==> config.mk <==
export PLATFORM = sky130hd
export DESIGN_NAME = fetch_ctrl
export DESIGN_NICKNAME = d
export VERILOG_FILES = /design/src/rtl/fetch_pkg.sv /design/src/rtl/fetch_queue.sv /design/src/rtl/fetch_ctrl.sv
export SDC_FILE = /design/constraint.sdc
export NUM_CORES = 1
export LEC_CHECK = 0
export ABC_AREA = 1
export CAP_MARGIN = 20
export CORE_MARGIN = 5
export CORE_UTILIZATION = 25
export DETAILED_ROUTE_END_ITERATION = 7
export REMOVE_ABC_BUFFERS = 1
export SYNTH_ARGS = -nofsm -noshare
export SYNTH_HDL_FRONTEND = slang
export SYNTH_HIERARCHICAL = 1
export SYNTH_SLANG_ARGS = --single-unit
==> constraint.sdc <==
create_clock -name clk -period 12.33 [get_ports clk]
set_input_delay 1.233 -clock clk [delete_from_list [all_inputs] [get_ports clk]]
set_output_delay 1.233 -clock clk [all_outputs]
set_load 0.02 [all_outputs]
==> src/rtl/fetch_pkg.sv <==
// Shared types and constants for the instruction-fetch controller.
package fetch_pkg;

  typedef enum logic [1:0] {
    BOOT = 2'd0,
    RUN  = 2'd1,
    HALT = 2'd2
  } fetch_state_t;

  typedef struct packed {
    logic [31:0] pc;
    logic [31:0] inst;
  } fetch_entry_t;

  localparam logic [31:0] PC_STEP = 32'd4;

endpackage

==> src/rtl/fetch_queue.sv <==
// Small synchronous FIFO of fetch entries; clear wins over push, push+pop when full is legal.
module fetch_queue
  import fetch_pkg::*;
#(
  parameter int DEPTH = 2
) (
  input  logic                       clk,
  input  logic                       i_rst_n,
  input  logic                       i_push,
  input  logic                       i_pop,
  input  logic                       i_clear,
  input  fetch_entry_t               i_din,
  output fetch_entry_t               o_dout,
  output logic                       o_full,
  output logic                       o_empty,
  output logic [$clog2(DEPTH+1)-1:0] o_count
);

  localparam int PW = (DEPTH > 1) ? $clog2(DEPTH) : 1;
  localparam int CW = $clog2(DEPTH + 1);
  localparam logic [CW-1:0] FULL_CNT = CW'(DEPTH);
  localparam logic [PW-1:0] LAST_PTR = PW'(DEPTH - 1);

  fetch_entry_t  r_mem [DEPTH];
  logic [PW-1:0] r_rd;
  logic [PW-1:0] r_wr;
  logic [CW-1:0] r_count;

  logic w_do_pop;
  logic w_do_push;

  assign w_do_pop  = i_pop && (r_count != '0);
  assign w_do_push = i_push && ((r_count != FULL_CNT) || w_do_pop);

  always_ff @(posedge clk or negedge i_rst_n) begin
    if (!i_rst_n) begin
      r_rd    <= '0;
      r_wr    <= '0;
      r_count <= '0;
    end else if (i_clear) begin
      r_rd    <= '0;
      r_wr    <= '0;
      r_count <= '0;
    end else begin
      if (w_do_pop) begin
        r_rd <= (r_rd == LAST_PTR) ? '0 : r_rd + 1'b1;
      end
      if (w_do_push) begin
        r_wr <= (r_wr == LAST_PTR) ? '0 : r_wr + 1'b1;
      end
      case ({w_do_push, w_do_pop})
        2'b10:   r_count <= r_count + 1'b1;
        2'b01:   r_count <= r_count - 1'b1;
        default: r_count <= r_count;
      endcase
    end
  end

  // Storage needs no reset: the head is only observed while the queue is non-empty.
  always_ff @(posedge clk) begin
    if (w_do_push && !i_clear) begin
      r_mem[r_wr] <= i_din;
    end
  end

  assign o_dout  = r_mem[r_rd];
  assign o_full  = (r_count == FULL_CNT);
  assign o_empty = (r_count == '0);
  assign o_count = r_count;

endmodule

==> src/rtl/fetch_ctrl.sv <==
// Instruction-fetch controller: PC, fetch FSM (BOOT/RUN/HALT), branch redirect, fetch queue.
// Optional perf counters fetch_cnt/stall_cnt are built when FETCH_PERF_CNT_EN is defined.
module fetch_ctrl
  import fetch_pkg::*;
#(
  parameter logic [31:0] RESET_PC    = 32'd0,
  parameter int          QUEUE_DEPTH = 2,
  parameter logic [31:0] HALT_WORD   = 32'h0000_0000
) (
  input  logic        clk,
  input  logic        rst,
  output logic [31:0] PC,
  input  logic [31:0] Instruction,
  input  logic        br_taken,
  input  logic [31:0] br_target,
  output logic        out_valid,
  input  logic        out_ready,
  output logic [31:0] out_inst,
  output logic [31:0] out_pc,
  output logic        halted,
  output logic [1:0]  dbg_state
`ifdef FETCH_PERF_CNT_EN
  ,
  output logic [31:0] fetch_cnt,
  output logic [31:0] stall_cnt
`endif
);

  localparam int CW = $clog2(QUEUE_DEPTH + 1);

  fetch_state_t r_state;
  logic [31:0]  r_pc;
  logic         r_halted;

  fetch_entry_t w_head;
  fetch_entry_t w_new;
  logic         w_full;
  logic         w_empty;
  logic [CW-1:0] w_q_count;
  logic         w_pop;
  logic         w_push;
  logic         w_clear;
  logic         w_in_run;
  logic         w_is_halt;
  logic         w_unused;

  assign w_in_run  = (r_state == RUN);
  assign w_pop     = !w_empty && out_ready;
  assign w_clear   = br_taken && (r_state != BOOT);
  // A full queue still accepts the fetch when decode drains the head this cycle.
  assign w_push    = w_in_run && !br_taken && (!w_full || w_pop);
  assign w_is_halt = (Instruction == HALT_WORD);
  assign w_new     = '{pc: r_pc, inst: Instruction};
  assign w_unused  = ^{br_target[1:0], w_q_count};

  fetch_queue #(
    .DEPTH (QUEUE_DEPTH)
  ) u_queue (
    .clk     (clk),
    .i_rst_n (rst),
    .i_push  (w_push),
    .i_pop   (w_pop),
    .i_clear (w_clear),
    .i_din   (w_new),
    .o_dout  (w_head),
    .o_full  (w_full),
    .o_empty (w_empty),
    .o_count (w_q_count)
  );

  always_ff @(posedge clk or negedge rst) begin
    if (!rst) begin
      r_state  <= BOOT;
      r_pc     <= RESET_PC;
      r_halted <= 1'b0;
    end else begin
      case (r_state)
        BOOT: r_state <= RUN;
        default: begin
          if (br_taken) begin
            r_state  <= RUN;
            r_pc     <= {br_target[31:2], 2'b00};
            r_halted <= 1'b0;
          end else if (w_push) begin
            if (w_is_halt) begin
              r_state  <= HALT;
              r_halted <= 1'b1;
            end else begin
              r_pc <= r_pc + PC_STEP;
            end
          end
        end
      endcase
    end
  end

`ifdef FETCH_PERF_CNT_EN
  logic [31:0] r_fetch_cnt;
  logic [31:0] r_stall_cnt;

  always_ff @(posedge clk or negedge rst) begin
    if (!rst) begin
      r_fetch_cnt <= '0;
      r_stall_cnt <= '0;
    end else begin
      if (w_push && (r_fetch_cnt != 32'hFFFF_FFFF)) begin
        r_fetch_cnt <= r_fetch_cnt + 32'd1;
      end
      if (w_in_run && !w_push && (r_stall_cnt != 32'hFFFF_FFFF)) begin
        r_stall_cnt <= r_stall_cnt + 32'd1;
      end
    end
  end

  assign fetch_cnt = r_fetch_cnt;
  assign stall_cnt = r_stall_cnt;
`endif

  assign PC        = r_pc;
  assign halted    = r_halted;
  assign dbg_state = r_state;
  assign out_valid = !w_empty;
  assign out_inst  = w_empty ? 32'd0 : w_head.inst;
  assign out_pc    = w_empty ? 32'd0 : w_head.pc;

endmodule

# Word level (Yosys, flattened, before mapping)
# Memory sizes are Yosys's and may differ from the RTL's.
# Index checks and enable logic that the tools add are counted.
op_classes:
  bitwise: 1
  n_mux: 22
  add_sub_neg: 5
  n_reduce_logical: 28
  n_eq_ne: 6
ops:
  columns: ["op", "n"]
  rows:
  - ["$mux 32", 5]
  - ["$add 32x3->32 const B", 1]
  - ["$logic_not 32->1", 1]
  - ["$reduce_bool 2->1", 6]
  - ["$mux 1", 11]
  - ["$mux 2", 5]
  - ["$reduce_bool 3->1", 3]
  - ["$logic_and 1x1->1", 7]
  - ["$reduce_and 3->1", 2]
  - ["$eq 2x1->1 const B", 2]
  - ["$eq 2x2->1 const B", 2]
  - ["$logic_not 1->1", 4]
  - ["$logic_not 2->1", 2]
  - ["$ne 2x2->1 const B", 2]
  - ["$pmux 2 s2", 1]
  - ["$add 1x1->1 const B", 2]
  - ["$add 2x1->2 const B", 1]
  - ["$logic_or 1x1->1", 2]
  - ["$reduce_and 2->1", 1]
  - ["$sub 2x1->2 const B", 1]
  - ["$not 1->1", 1]
word_totals:
  mem_bits_rw: 128
  in_bits: 68
  memories: 1
  ff_bits: 39
mem_list:
  columns: ["name", "words", "width", "read_ports", "rd_ports_with_merged_regs", "write_ports", "line", "source"]
  rows:
  - ["u_queue.r_mem", 2, 64, 1, 0, 1, "fetch_queue.sv:24", "fetch_entry_t r_mem [DEPTH];"]

# Longest topological paths before layout
depth:
  word_depth: 9
  ltp_mapped: 13

# Hierarchy
# The synthesis kept the hierarchy.
modules_own_cells:
  columns: ["module", "n_inst", "area_per_inst_um2", "cells_each"]
  rows:
  - ["fetch_queue", 1, 4904.7, 374]
  - ["fetch_ctrl", 1, 3173.0, 579]

# Worst setup path before layout
# No wires, ideal clock.
synth_timing:
  path_kind: "input port to flip-flop"
  startpoint: "input port br_taken"
  endpoint: "memory u_queue/r_mem[0][0] in the netlist's numbering (enable)"
  arrival_time_ps: 4666
  path_slack_ps: 7177
  setup_ps: 486
  path_stages: 8
  cell_sequence: "buf_4 -> inv_4 -> nand3_2 -> a21oi_4 -> o21ai_1 -> inv_1 -> nand2_1 -> nor2_1"
synth_via:
  elab_chain_cells: 7
  word_cells_on_any_way: 9
  classes_between: "mux (2); reduce/logical (7)"
synth_lines:
  columns: ["element", "line", "source"]
  rows:
  - ["start: declaration", "fetch_ctrl.sv:14", "input logic br_taken,"]
  - ["$logic_not 1->1", "fetch_ctrl.sv:51", "assign w_push = w_in_run && !br_taken && (!w_full || w_pop);"]
  - ["$logic_and 1x1->1 (2 in a row)", "fetch_ctrl.sv:51", null]
  - ["net w_push", "fetch_ctrl.sv:41", "logic w_push;"]
  - ["$logic_and 1x1->1", "fetch_queue.sv:33", "assign w_do_push = i_push && ((r_count != FULL_CNT) || w_do_pop);"]
  - ["$logic_and 1x1->1", "fetch_queue.sv:61", "if (w_do_push && !i_clear) begin"]
  - ["$mux 1", "fetch_queue.sv:61", null]
  - ["$mux 1 (implied by the code)", "fetch_queue.sv:62", "r_mem[r_wr] <= i_din;"]
  - ["end: declaration", "fetch_queue.sv:24", null]
# The timed path passes the listed nets, and every way through them passes these cells.

# Final worst setup path
layout_timing:
  startpoint: "input port br_taken"
  endpoint: "memory u_queue/r_mem[0][13] in the netlist's numbering (enable)"
# Same word-level chain as after synthesis.

==> results.txt <==
The run finished with clean final reports. The most used flip-flop cell after synthesis is edfxtp_1. The area of the core is 31700 um2.

In this design, the stage delay of the slowest critical-path cell is 660 ps. The total non-filler cell area in the finished layout is 10700 um2. The post-synthesis sequential element count is 165. After floorplanning, the core was divided into 65 placement rows. Of the available clock period, the critical path in the final layout requires 33.7%.

The first global-routing pass estimated 35200 um of wire. The highest ir drop seen on vdd came out at 0.0896 mV. The required time at the endpoint of the critical path is 12380 ps. Counting the buffers created by CTS gives 17. The cell that appears most often on the critical path is buf_4. The via count of the first global-routing pass is 6289. Per report_power, the combinational group accounts for 32.5% of the total. The launching element type of the critical path is an input port. The total number of nets in the final design is 1179. The final-layout fill cell count is 3302. The share of synthesized flip-flops with an asynchronous set or reset came out at 22.4%. During placement, the flow inserted port buffers numbering 163.

The number of unique standard cell types used by synthesis is 34. The library cell used most frequently in the layout, excluding fill and tap cells, is nand2_1. The die footprint came out at 36000 um2. The slew at the pin closest to its max-slew limit is 940 ps.

The switching power came out at 659 uW. The cell leakage power is 0.00452 uW. The HPWL after detailed placement came out at 15400 um.

The fraction of final layout cells with drive strength greater than 1 came out at 6.59%. The clock latency reported for the late side of the worst-skew pair came out at 420 ps. The number of antenna violations at the first check in global routing is 0. For hold timing, the worst endpoint is halted. The average detailed-routed wire length per instance came out at 14.8 um.

The final critical path time including I/O delays and setup is 4160 ps. The count of unresolved DRC violations after routing came out at 0. The hold-fix buffer count after cts is 0. The total negative slack for setup checks is 0 ps. The switching share of total power came out at 35.5%.

The cell count after placement came out at 1493. Summing all placed instances gives a cell area of 10100 um2. The average instance area after synthesis came out at 8.48 um2.

The total iterations of the first detailed-routing run is 5. The worst-path maximum fanout came out at 43. Among all stages on the critical path, the largest delay is contributed by buf_4. The filler-free cell count of the finished design is 1525. The synthesized cell area is 8080 um2. Once the floorplan was initialized, standard cells occupied 25.5% of the core.

TritonCTS built the clock tree. The share of total power dissipated in the clock network is 28.0%. For this design, the sink count on the clock tree is 165. The initial DRC count came out at 429. The worst hold slack after final layout is 521 ps.

The number of enable flip-flop cells after synthesis came out at 128. The congestion estimate from routability-driven global placement came to 0.762. The relative area change from synthesis to final layout is 32.1%. Leaving out fill and tap cells, the most frequent cells in the layout are nand2_1, clkdlybuf4s50_1, nor2_1.

The maximum clock path buffer count is 2. The worst setup path is captured at a flip-flop. The worst register-to-register path ends at u_queue/r_mem[0][13]. The min-delay analysis places its worst path in the category flip-flop to flip-flop. The critical path goes through clkdlybuf4s50_1 -> buf_4 -> inv_4 -> nand3_2 -> a21oi_4 -> o21ai_1 -> inv_1 -> nand2_1 -> nor2_4 -> buf_4. Setup repair after global routing left no endpoint under its margin. The total buffers and inverters traversed by the critical path came out at 5. Once the clock tree was built, the resizer swapped 0 gates to a different size. The I/O pin count is 168. The depth of the worst hold-timing path is 2.

The worst hold path begins at halted. The width of the die came out at 190 um. The worst path arrival time came out at 4210 ps. The warning count from the yosys run is 6.

The worst register-to-register path begins at u_queue/o_count[1]. The buffer count from post-CTS setup fixing came out at 0. The synthesized netlist cell count is 953.

The tool flagged a number of max-cap violations equal to 0. The total wire length is 22500 um. Across all register-to-register paths, the minimum setup slack is 9050 ps.

The maximum clock skew at final layout came out at 7.74 ps. The final hold violation count is 0. The total power divided by cell area is 174 nW/um2. The combined area of the multi-input logic cells is 2750 um2.

After global routing the overflow that remains totals 0. The number of slew-limit violations in the final report came out at 0. The count of antenna diodes in the layout came out at 0. Headroom to the max-slew limit came out at 37.4%.

The chip height is 190 um. Counting cells, the worst reg-to-reg path comes to 11. The root buffer cell chosen for the clock tree is clkbuf_16. For this run, the top clock speed supported by timing is 0.240 GHz. Grouping stages by cell kind, the critical path spends the most delay in buffers and inverters.

The overall track demand over capacity in global routing is 12.6%. The path type of the worst setup path is input port to flip-flop. In the routed layout, each cell is associated on average with a via count of 4.23. The portion of the post-synthesis area used by sequential elements is 59.0%.

The overall via count from detail_route came out at 6448. Entering global routing, the biggest net connects 65 pins. The setup violation total in the final timing report is 0. The area used by sequential logic in the layout is 4770 um2. The clock-pin transition on the worst setup and hold timing paths came out at 70 ps. The CTS H-tree depth came out at 4. The sequential power share is 39.5%.

In this run the remaining antenna-violating nets after routing total 0. The design internal power came out at 1200 uW.
## worst max-delay path by stage
stage,start,endpoint,slack (ps),cells after the start
4_1_cts,br_taken,u_queue/r_mem[0][27],8100,10
3_5_place_dp,br_taken,u_queue/r_mem[0][25],7660,10
2_1_floorplan,u_queue/o_count[1],u_queue/r_mem[0][0],7060,10
3_3_place_gp,br_taken,u_queue/r_mem[0][26],7700,10
6_report,br_taken,u_queue/r_mem[0][13],8170,10
5_1_grt,br_taken,u_queue/r_mem[0][27],7900,10
## synth_stat cells, types with 2 or more instances
cell      count  area share [%]
o21ai_0       7            0.43
xor2_1        3            0.33
clkbuf_1      9            0.42
nand4_1       4            0.31
inv_2         2           0.093
buf_6         2            0.28
or2_2        10            0.77
nor2_1      132             6.1
buf_4         4            0.37
edfxtp_1    128              48
nand2_2       7            0.54
buf_2        16            0.99
nand3_2       3            0.37
o21ai_1       8            0.50
buf_1         5            0.23
inv_1       105             4.9
nor2_2        4            0.31
o21bai_1      7            0.65
dfrtp_1      37              11
nand2_1     374              17
nand3_1      72             4.5
a21oi_1       2            0.12
## logic make-up after synthesis
family,synth area share (%)
fa+ha+maj,0.155
buf+inv,7.34
other cells,0.0464
flops,59.0
simple gates,30.7
xor+xnor,0.325
compound gates,2.35
## registers in the layout (all words and copies together), names as in the netlist
register / cells
u_queue/r_mem: 128
u_queue/r_wr: 1
u_queue/o_count: 2
PC: 30
u_queue/r_rd: 1
dbg_state: 2
halted: 1
## stage by stage
| stage | total power (uW) | setup slack [ps] | util (%) |
|---|---|---|---|
| after floorplan | 1060 | 7060 | - |
| after global placement | 1360 | 7700 | 31.9 |
| after detailed placement | 1370 | 7660 | 31.9 |
| after CTS | 1890 | 8100 | 33.6 |
| after global routing | 1970 | 7900 | 33.6 |
| final | 1860 | 8170 | 33.6 |
## power groups by stage
| stage | registers (uW) | logic (uW) | clock network (uW) |
|---|---|---|---|
| floorplan | 758 | 301 | 0 |
| global placement | 743 | 613 | 0 |
| detailed placement | 746 | 619 | 0 |
| CTS | 734 | 621 | 537 |
| global route | 743 | 667 | 562 |
| finish | 733 | 605 | 520 |
## final cells by class
cell class | instances | share of cell area, %
flip-flops and latches | 165 | 44.7
multi-input cells | 649 | 25.8
repair buffers | 169 | 15.7
well taps | 402 | 4.71
clock buffers | 17 | 3.99
inverters | 108 | 3.82
clock inverters | 15 | 1.36
## tightest hold or removal path, delay by kind of cell (launching register included)
kind                   cells  cell delay (ps)
buffers and inverters      1               50
AO/OA/AOI/OAI              1               50
flip-flops                 1              380
## per-layer routing
metal  routed length [um]  share of wire (%)  vias to the layer above  global-route usage, %
met2                10800                 48                      177                   21.3
met3                 1190                5.3                       16                   2.66
li1                     -                  -                     3304                      -
met1                10200                 45                     2951                   16.3
met5                    0                  0                        -                      0
met4                  272                1.2                        0                   3.59
No activity file was read; power rests on OpenSTA's default activity.
